File: config.mk
export PLATFORM = sky130hd
export DESIGN_NAME = tone_gen
export DESIGN_NICKNAME = d
export VERILOG_FILES = /design/src/rtl/tone_gen.sv
export SDC_FILE = /design/constraint.sdc
export NUM_CORES = 1
export LEC_CHECK = 0
export ABC_AREA = 1
export CELL_PAD_IN_SITES_DETAIL_PLACEMENT = 0
export CELL_PAD_IN_SITES_GLOBAL_PLACEMENT = 2
export CORE_MARGIN = 2
export CORE_UTILIZATION = 30
export DETAILED_ROUTE_END_ITERATION = 8
export PLACE_DENSITY_LB_ADDON = 0.1
export SYNTH_ARGS = -nofsm -noshare
export SYNTH_HDL_FRONTEND = slang
export SYNTH_SLANG_ARGS = --single-unit
File: constraint.sdc
create_clock -name clk -period 14.4 [get_ports clk]
set_input_delay 4.32 -clock clk [delete_from_list [all_inputs] [get_ports clk]]
set_output_delay 4.32 -clock clk [all_outputs]
set_load 0.1 [all_outputs]
File: src/rtl/tone_gen.sv
// tone_gen: programmable 50%-duty square-wave tone generator.
// A start request captures a pitch (Hz) and an optional duration (ms).
// The half-period in clock cycles is computed by a 32-step restoring
// divider, and then a timed or free-running square wave is played.
module tone_gen #(
  parameter int unsigned SYS_FREQ = 100000000,
  parameter int unsigned MIN_FREQ = 20,
  parameter int unsigned MAX_FREQ = 20000
) (
  input  logic        clk,
  input  logic        reset,
  input  logic        start,
  input  logic        stop,
  input  logic [15:0] freq_in,
  input  logic [15:0] dur_ms,
  output logic        tone_out,
  output logic        busy,
  output logic        done,
  output logic        err,
  output logic [15:0] cur_freq
);

  localparam int unsigned MS_TICKS = SYS_FREQ / 1000;
  localparam int unsigned MS_W     = (MS_TICKS > 1) ? $clog2(MS_TICKS) : 1;
  localparam logic [MS_W-1:0] MS_LAST  = MS_W'(MS_TICKS - 1);
  localparam logic [31:0]     DIVIDEND = 32'(SYS_FREQ);
  localparam logic [15:0]     MIN_F    = 16'(MIN_FREQ);
  localparam logic [15:0]     MAX_F    = 16'(MAX_FREQ);
  localparam logic [5:0]      DIV_STEPS = 6'd32;

  typedef enum logic [1:0] {
    S_IDLE   = 2'd0,
    S_DIVIDE = 2'd1,
    S_PLAY   = 2'd2
  } state_t;

  state_t          state_q, state_d;

  // Captured request
  logic [15:0]     freq_q, freq_d;
  logic [15:0]     dur_q, dur_d;

  // Restoring divider: quo_q starts as the dividend and is shifted out
  // MSB-first while quotient bits are shifted in at the LSB.
  logic [31:0]     quo_q, quo_d;
  logic [16:0]     rem_q, rem_d;
  logic [5:0]      dcnt_q, dcnt_d;

  // Playback counters
  logic [31:0]     half_period_q, half_period_d;
  logic [31:0]     half_cnt_q, half_cnt_d;
  logic [MS_W-1:0] ms_cnt_q, ms_cnt_d;
  logic [15:0]     ms_left_q, ms_left_d;

  // Registered outputs
  logic            tone_q, tone_d;
  logic            busy_q, busy_d;
  logic            done_q, done_d;
  logic            err_q, err_d;
  logic [15:0]     cur_freq_q, cur_freq_d;

  // Divider datapath helpers
  logic [16:0]     divisor;
  logic [17:0]     rem_sh;
  logic [17:0]     rem_diff;
  logic            freq_valid;

  assign divisor    = {freq_q, 1'b0};
  assign rem_sh     = {rem_q, quo_q[31]};
  assign rem_diff   = rem_sh - {1'b0, divisor};
  assign freq_valid = (freq_in >= MIN_F) && (freq_in <= MAX_F);

  // Next-state and datapath: stop beats start, start beats expiry.
  always_comb begin
    state_d       = state_q;
    freq_d        = freq_q;
    dur_d         = dur_q;
    quo_d         = quo_q;
    rem_d         = rem_q;
    dcnt_d        = dcnt_q;
    half_period_d = half_period_q;
    half_cnt_d    = half_cnt_q;
    ms_cnt_d      = ms_cnt_q;
    ms_left_d     = ms_left_q;
    tone_d        = tone_q;
    cur_freq_d    = cur_freq_q;
    done_d        = 1'b0;
    err_d         = 1'b0;

    if (state_q == S_IDLE) begin
      // stop is meaningless while idle, so only start is considered
      if (start) begin
        if (freq_valid) begin
          state_d    = S_DIVIDE;
          freq_d     = freq_in;
          dur_d      = dur_ms;
          quo_d      = DIVIDEND;
          rem_d      = '0;
          dcnt_d     = '0;
          tone_d     = 1'b0;
          cur_freq_d = '0;
        end else begin
          err_d = 1'b1;
        end
      end
    end else if (stop) begin
      state_d    = S_IDLE;
      tone_d     = 1'b0;
      cur_freq_d = '0;
    end else if (start && freq_valid) begin
      // Retrigger: restart the divide with the new request
      state_d    = S_DIVIDE;
      freq_d     = freq_in;
      dur_d      = dur_ms;
      quo_d      = DIVIDEND;
      rem_d      = '0;
      dcnt_d     = '0;
      tone_d     = 1'b0;
      cur_freq_d = '0;
    end else begin
      // An invalid start only flags an error; activity carries on below
      err_d = start;
      case (state_q)
        S_DIVIDE: begin
          if (dcnt_q == DIV_STEPS) begin
            state_d       = S_PLAY;
            half_period_d = quo_q;
            half_cnt_d    = '0;
            ms_cnt_d      = '0;
            ms_left_d     = dur_q;
            tone_d        = 1'b0;
            cur_freq_d    = freq_q;
          end else begin
            dcnt_d = dcnt_q + 6'd1;
            if (rem_sh >= {1'b0, divisor}) begin
              rem_d = rem_diff[16:0];
              quo_d = {quo_q[30:0], 1'b1};
            end else begin
              rem_d = rem_sh[16:0];
              quo_d = {quo_q[30:0], 1'b0};
            end
          end
        end
        S_PLAY: begin
          if (half_cnt_q == half_period_q - 32'd1) begin
            half_cnt_d = '0;
            tone_d     = ~tone_q;
          end else begin
            half_cnt_d = half_cnt_q + 32'd1;
          end
          // ms_left of 0 means untimed, so it is never decremented
          if (ms_cnt_q == MS_LAST) begin
            ms_cnt_d = '0;
            if (ms_left_q != '0) begin
              ms_left_d = ms_left_q - 16'd1;
              if (ms_left_q == 16'd1) begin
                state_d    = S_IDLE;
                tone_d     = 1'b0;
                cur_freq_d = '0;
                done_d     = 1'b1;
              end
            end
          end else begin
            ms_cnt_d = ms_cnt_q + MS_W'(1);
          end
        end
        default: begin
          state_d    = S_IDLE;
          tone_d     = 1'b0;
          cur_freq_d = '0;
        end
      endcase
    end

    busy_d = (state_d != S_IDLE);
  end

  // State and datapath registers with asynchronous active-high reset.
  always_ff @(posedge clk or posedge reset) begin
    if (reset) begin
      state_q       <= S_IDLE;
      freq_q        <= '0;
      dur_q         <= '0;
      quo_q         <= '0;
      rem_q         <= '0;
      dcnt_q        <= '0;
      half_period_q <= '0;
      half_cnt_q    <= '0;
      ms_cnt_q      <= '0;
      ms_left_q     <= '0;
      tone_q        <= 1'b0;
      busy_q        <= 1'b0;
      done_q        <= 1'b0;
      err_q         <= 1'b0;
      cur_freq_q    <= '0;
    end else begin
      state_q       <= state_d;
      freq_q        <= freq_d;
      dur_q         <= dur_d;
      quo_q         <= quo_d;
      rem_q         <= rem_d;
      dcnt_q        <= dcnt_d;
      half_period_q <= half_period_d;
      half_cnt_q    <= half_cnt_d;
      ms_cnt_q      <= ms_cnt_d;
      ms_left_q     <= ms_left_d;
      tone_q        <= tone_d;
      busy_q        <= busy_d;
      done_q        <= done_d;
      err_q         <= err_d;
      cur_freq_q    <= cur_freq_d;
    end
  end

  assign tone_out = tone_q;
  assign busy     = busy_q;
  assign done     = done_q;
  assign err      = err_q;
  assign cur_freq = cur_freq_q;

endmodule

==> impl_results.md <==
- Hold Path Class: reg -> reg
- Post-Synthesis Cell Area: 12,700 um2
- Slowest CP cell: clkdlybuf4s50_1
- Final clock skew: 27.8 ps
- DRT Wirelength: 38,500 um
- Post-Syn Nets: around 1,800
- DP HPWL: around 28,000 um
- MaxCap Viol Count: 0
- Status: completed
- First-pass GRT wire length: between 60,000 and 70,000 um
- Die W: between 200 and 250 um
- Largest net degree at the start of global routing: between 100 and 150
- Root buf cell: clkbuf_16
- Placer congestion estimate: around 0.8
- Most used cell, CP: nand2_1
- CP cell instances: clkdlybuf4s50_1 > inv_1 > nor2_2 > nand2_1 > nor4_2 > nand2_1 > a21boi_2 > nand2_2 > nand2_1 > buf_4 > inv_1 > a22o_1
- Wire length on met3: 1090 um
- Number of antenna violations at the first check in global routing: 0
- Setup-failing EPs final: 0
- Vias in the first global route: about 11,000
- Cell taking the most area after synthesis: dfrtp_1
- Die height: approximately 210 um
- Overflow after GRT: 0
- Synth-to-Final Area Change: 14.8%
- CP Max Fanout: 42
- WL met2: 17,800 um
- # resized after CTS: 0
- I/O Buffers: 55
- Routed vias: about 11,000
- I/O Pins: between 50 and 60
- Initial DRC count: 601
- CTS tree: built
- Slowest Stage Delay on Critical Path: roughly 500 ps
- CORE AREA: 41,900 um2
- Clock tree buffer depth: 3
- Number of different library cells in the post-synthesis netlist: 48
- Fraction of layout cells with a size suffix above 1: between 6 and 7%
- Syn Area/Cell: between 7 and 8 um2
- Ant. Diodes: 0
- Async set-reset flop share out of synthesis: 100%
- Initial Util: a little under a third
- Power density over cell area: about 160 nW/um2
- Final TNS setup: 0 ps
- Post-synth EDFFs: 0
- Final hold violation count: 0
- Total CTS buffers: 27
- Worst slew pin tran: about 1000 ps
- CP Launch Type: input pin
- Synthesis-stage register bit count: a little over 200
- Worst hold slack: about 480 ps
- Worst Setup Slack, final: roughly 7500 ps
- # DRC: 0
- Vias per cell: 4.72
- WP data arrival: roughly 7300 ps
- Post-Syn Instances: around 1,700
- Top Metal Used: met4
- Cell Rows: 75
- Hold-fix buffers, CTS: 0
- CTS clock-pin slew for the worst setup and hold paths: around 60 ps
- CP Capture Type: register
- Worst VDD drop: approximately 0.000096 V
- Die ar.: between 40,000 and 50,000 um2
- Worst relative slew slack: a little under a third
- Place WS: 6880 ps
- Max-slew violations: 0
- Final net count: about 1,800
- Top post-synthesis cells by area: dfrtp_1 40%, nand2_1 15%, inv_1 6.6%
- Antenna Nets Post-Route: 0
- Routed len/inst: 16.5 um
- Fin crit period: 6860 ps
- Setup Buffers After CTS: 0
- Static leakage: 0.00724 uW
- RSZ-0062 raised after global routing: no
- H-tree depth: 1
- Clock Sinks: roughly 210
- Fin crit share: between 40% and 50%
- Fmax: around 150 MHz
- Yosys warns: 0
- Clk_lat worst skew: between 500 and 600 ps
- Total track usage: 17.8%
- Yosys top cell area share: between 40% and 50%
- Synth Flop Type: dfrtp_1
- WL met1: 18,800 um
- DRT Pass-1 Iters: 4
- Sequential element share of the synthesized area: between 40% and 50%
- Worst Path Required: about 15,000 ps
- Type of the worst setup path: in -> reg
## report_power, final
part,leakage [uW],internal (uW),switching (uW)
combinational,0.00413,290,584
sequential,0.00265,709,121
clock,0.000460,415,277
total,0.00724,1410,982
## cells by family (layout without fill, tap and decap cells)
| group | Yosys count | in the layout | synth area share [%] |
|---|---|---|---|
| buffers and inverters | 294 | 347 | 9.49 |
| AOI/OAI and AO/OA | 219 | 219 | 9.55 |
| DFF | 206 | 206 | 40.4 |
| xor gates and xnor gates | 88 | 88 | 6.05 |
| adders and majority gates | 27 | 27 | 2.71 |
| and+or+nand+nor | 905 | 905 | 31.8 |
## cells in the mapped netlist, types with 9 or more instances
cell	count
a21oi_1	32
nand3_1	69
inv_1	223
buf_4	10
xnor2_1	32
xor2_1	56
nor2_1	136
dfrtp_1	206
o22ai_1	28
o21ai_1	19
ha_1	26
nor4_1	17
nand2_1	520
nor2_2	13
clkbuf_1	25
nand2_2	9
nor3_1	31
o21ai_0	111
nand4_1	81
buf_2	18
## final cells by class
cell class,instances,area [um2]
timing repair buffer,63,611
sequential,206,5150
tap,539,674
clock buffer,40,825
clock inverter,10,96.3
inverter,234,886
multi-input combinational,1239,6390
fill,4507,27300
## layout by cell type (no fill, tap or decap), drive strengths merged
master         count
a21boi             4
a21o               2
a21oi             33
a22o               3
a41oi              1
and2               2
buf                8
bufinv             1
clkbuf            40
clkdlybuf4s50     55
clkinv            10
clkinvlp           1
dfrtp            206
fa                 1
ha                26
inv              232
nand2            533
nand3             73
nand3b             4
nand4             81
nor2             159
nor3              32
nor3b              1
nor4              19
o211ai             6
o21a               2
o21ai            132
o21bai             5
o221ai             1
o22ai             28
o31ai              2
or2                1
xnor2             32
xor2              56
## flip-flops by register name, indices dropped and copies added, names as in the netlist
register / flops
half_period_q: 32
half_cnt_q: 32
busy: 1
done: 1
rem_q: 17
ms_left_q: 16
err: 1
state_q: 2
dur_q: 16
cur_freq: 16
ms_cnt_q: 17
freq_q: 16
dcnt_q: 6
tone_out: 1
quo_q: 32
## layer usage
layer / vias up / GRT usage (%)
li1: 5680 / -
met1: 5146 / 24.9
met2: 132 / 29.2
met3: 39 / 2.16
met4: 0 / 4.28
met5: - / 0
## worst max-delay path: cells and delay by family
kind / cells / cell delay (ps)
AOI/OAI and AO/OA: 2 / 570
buffers and inverters: 4 / 1420
and+or+nand+nor: 6 / 1000
## final timing paths
path,from,slack (ps),to,depth (start not counted)
worst max-delay path,freq_in[9],7540,quo_q[25]$_DFFE_PP0P_,12
worst max register to register,state_q[0]$_DFF_PP0_,10890,ms_cnt_q[5]$_DFFE_PP0P_,11
worst min register to register,quo_q[27]$_DFFE_PP0P_,480,half_period_q[27]$_DFFE_PP0P_,2
max in group asynchronous,reset,8320,half_period_q[2]$_DFFE_PP0P_,3
min in group asynchronous,reset,4330,ms_cnt_q[13]$_DFFE_PP0P_,2
worst min-delay path,quo_q[27]$_DFFE_PP0P_,480,half_period_q[27]$_DFFE_PP0P_,2
## stage by stage
stage	instances	util, %	total power, uW	area, um2
after floorplan	1739	-	1480	12700
after global placement	2281	32.7	1730	13700
after detailed placement	2281	32.7	1720	13700
after CTS	2331	34.9	2430	14600
after global routing	2331	34.9	2600	14600
final	2331	34.9	2390	14600
No activity file was read; power rests on OpenSTA's default activity.
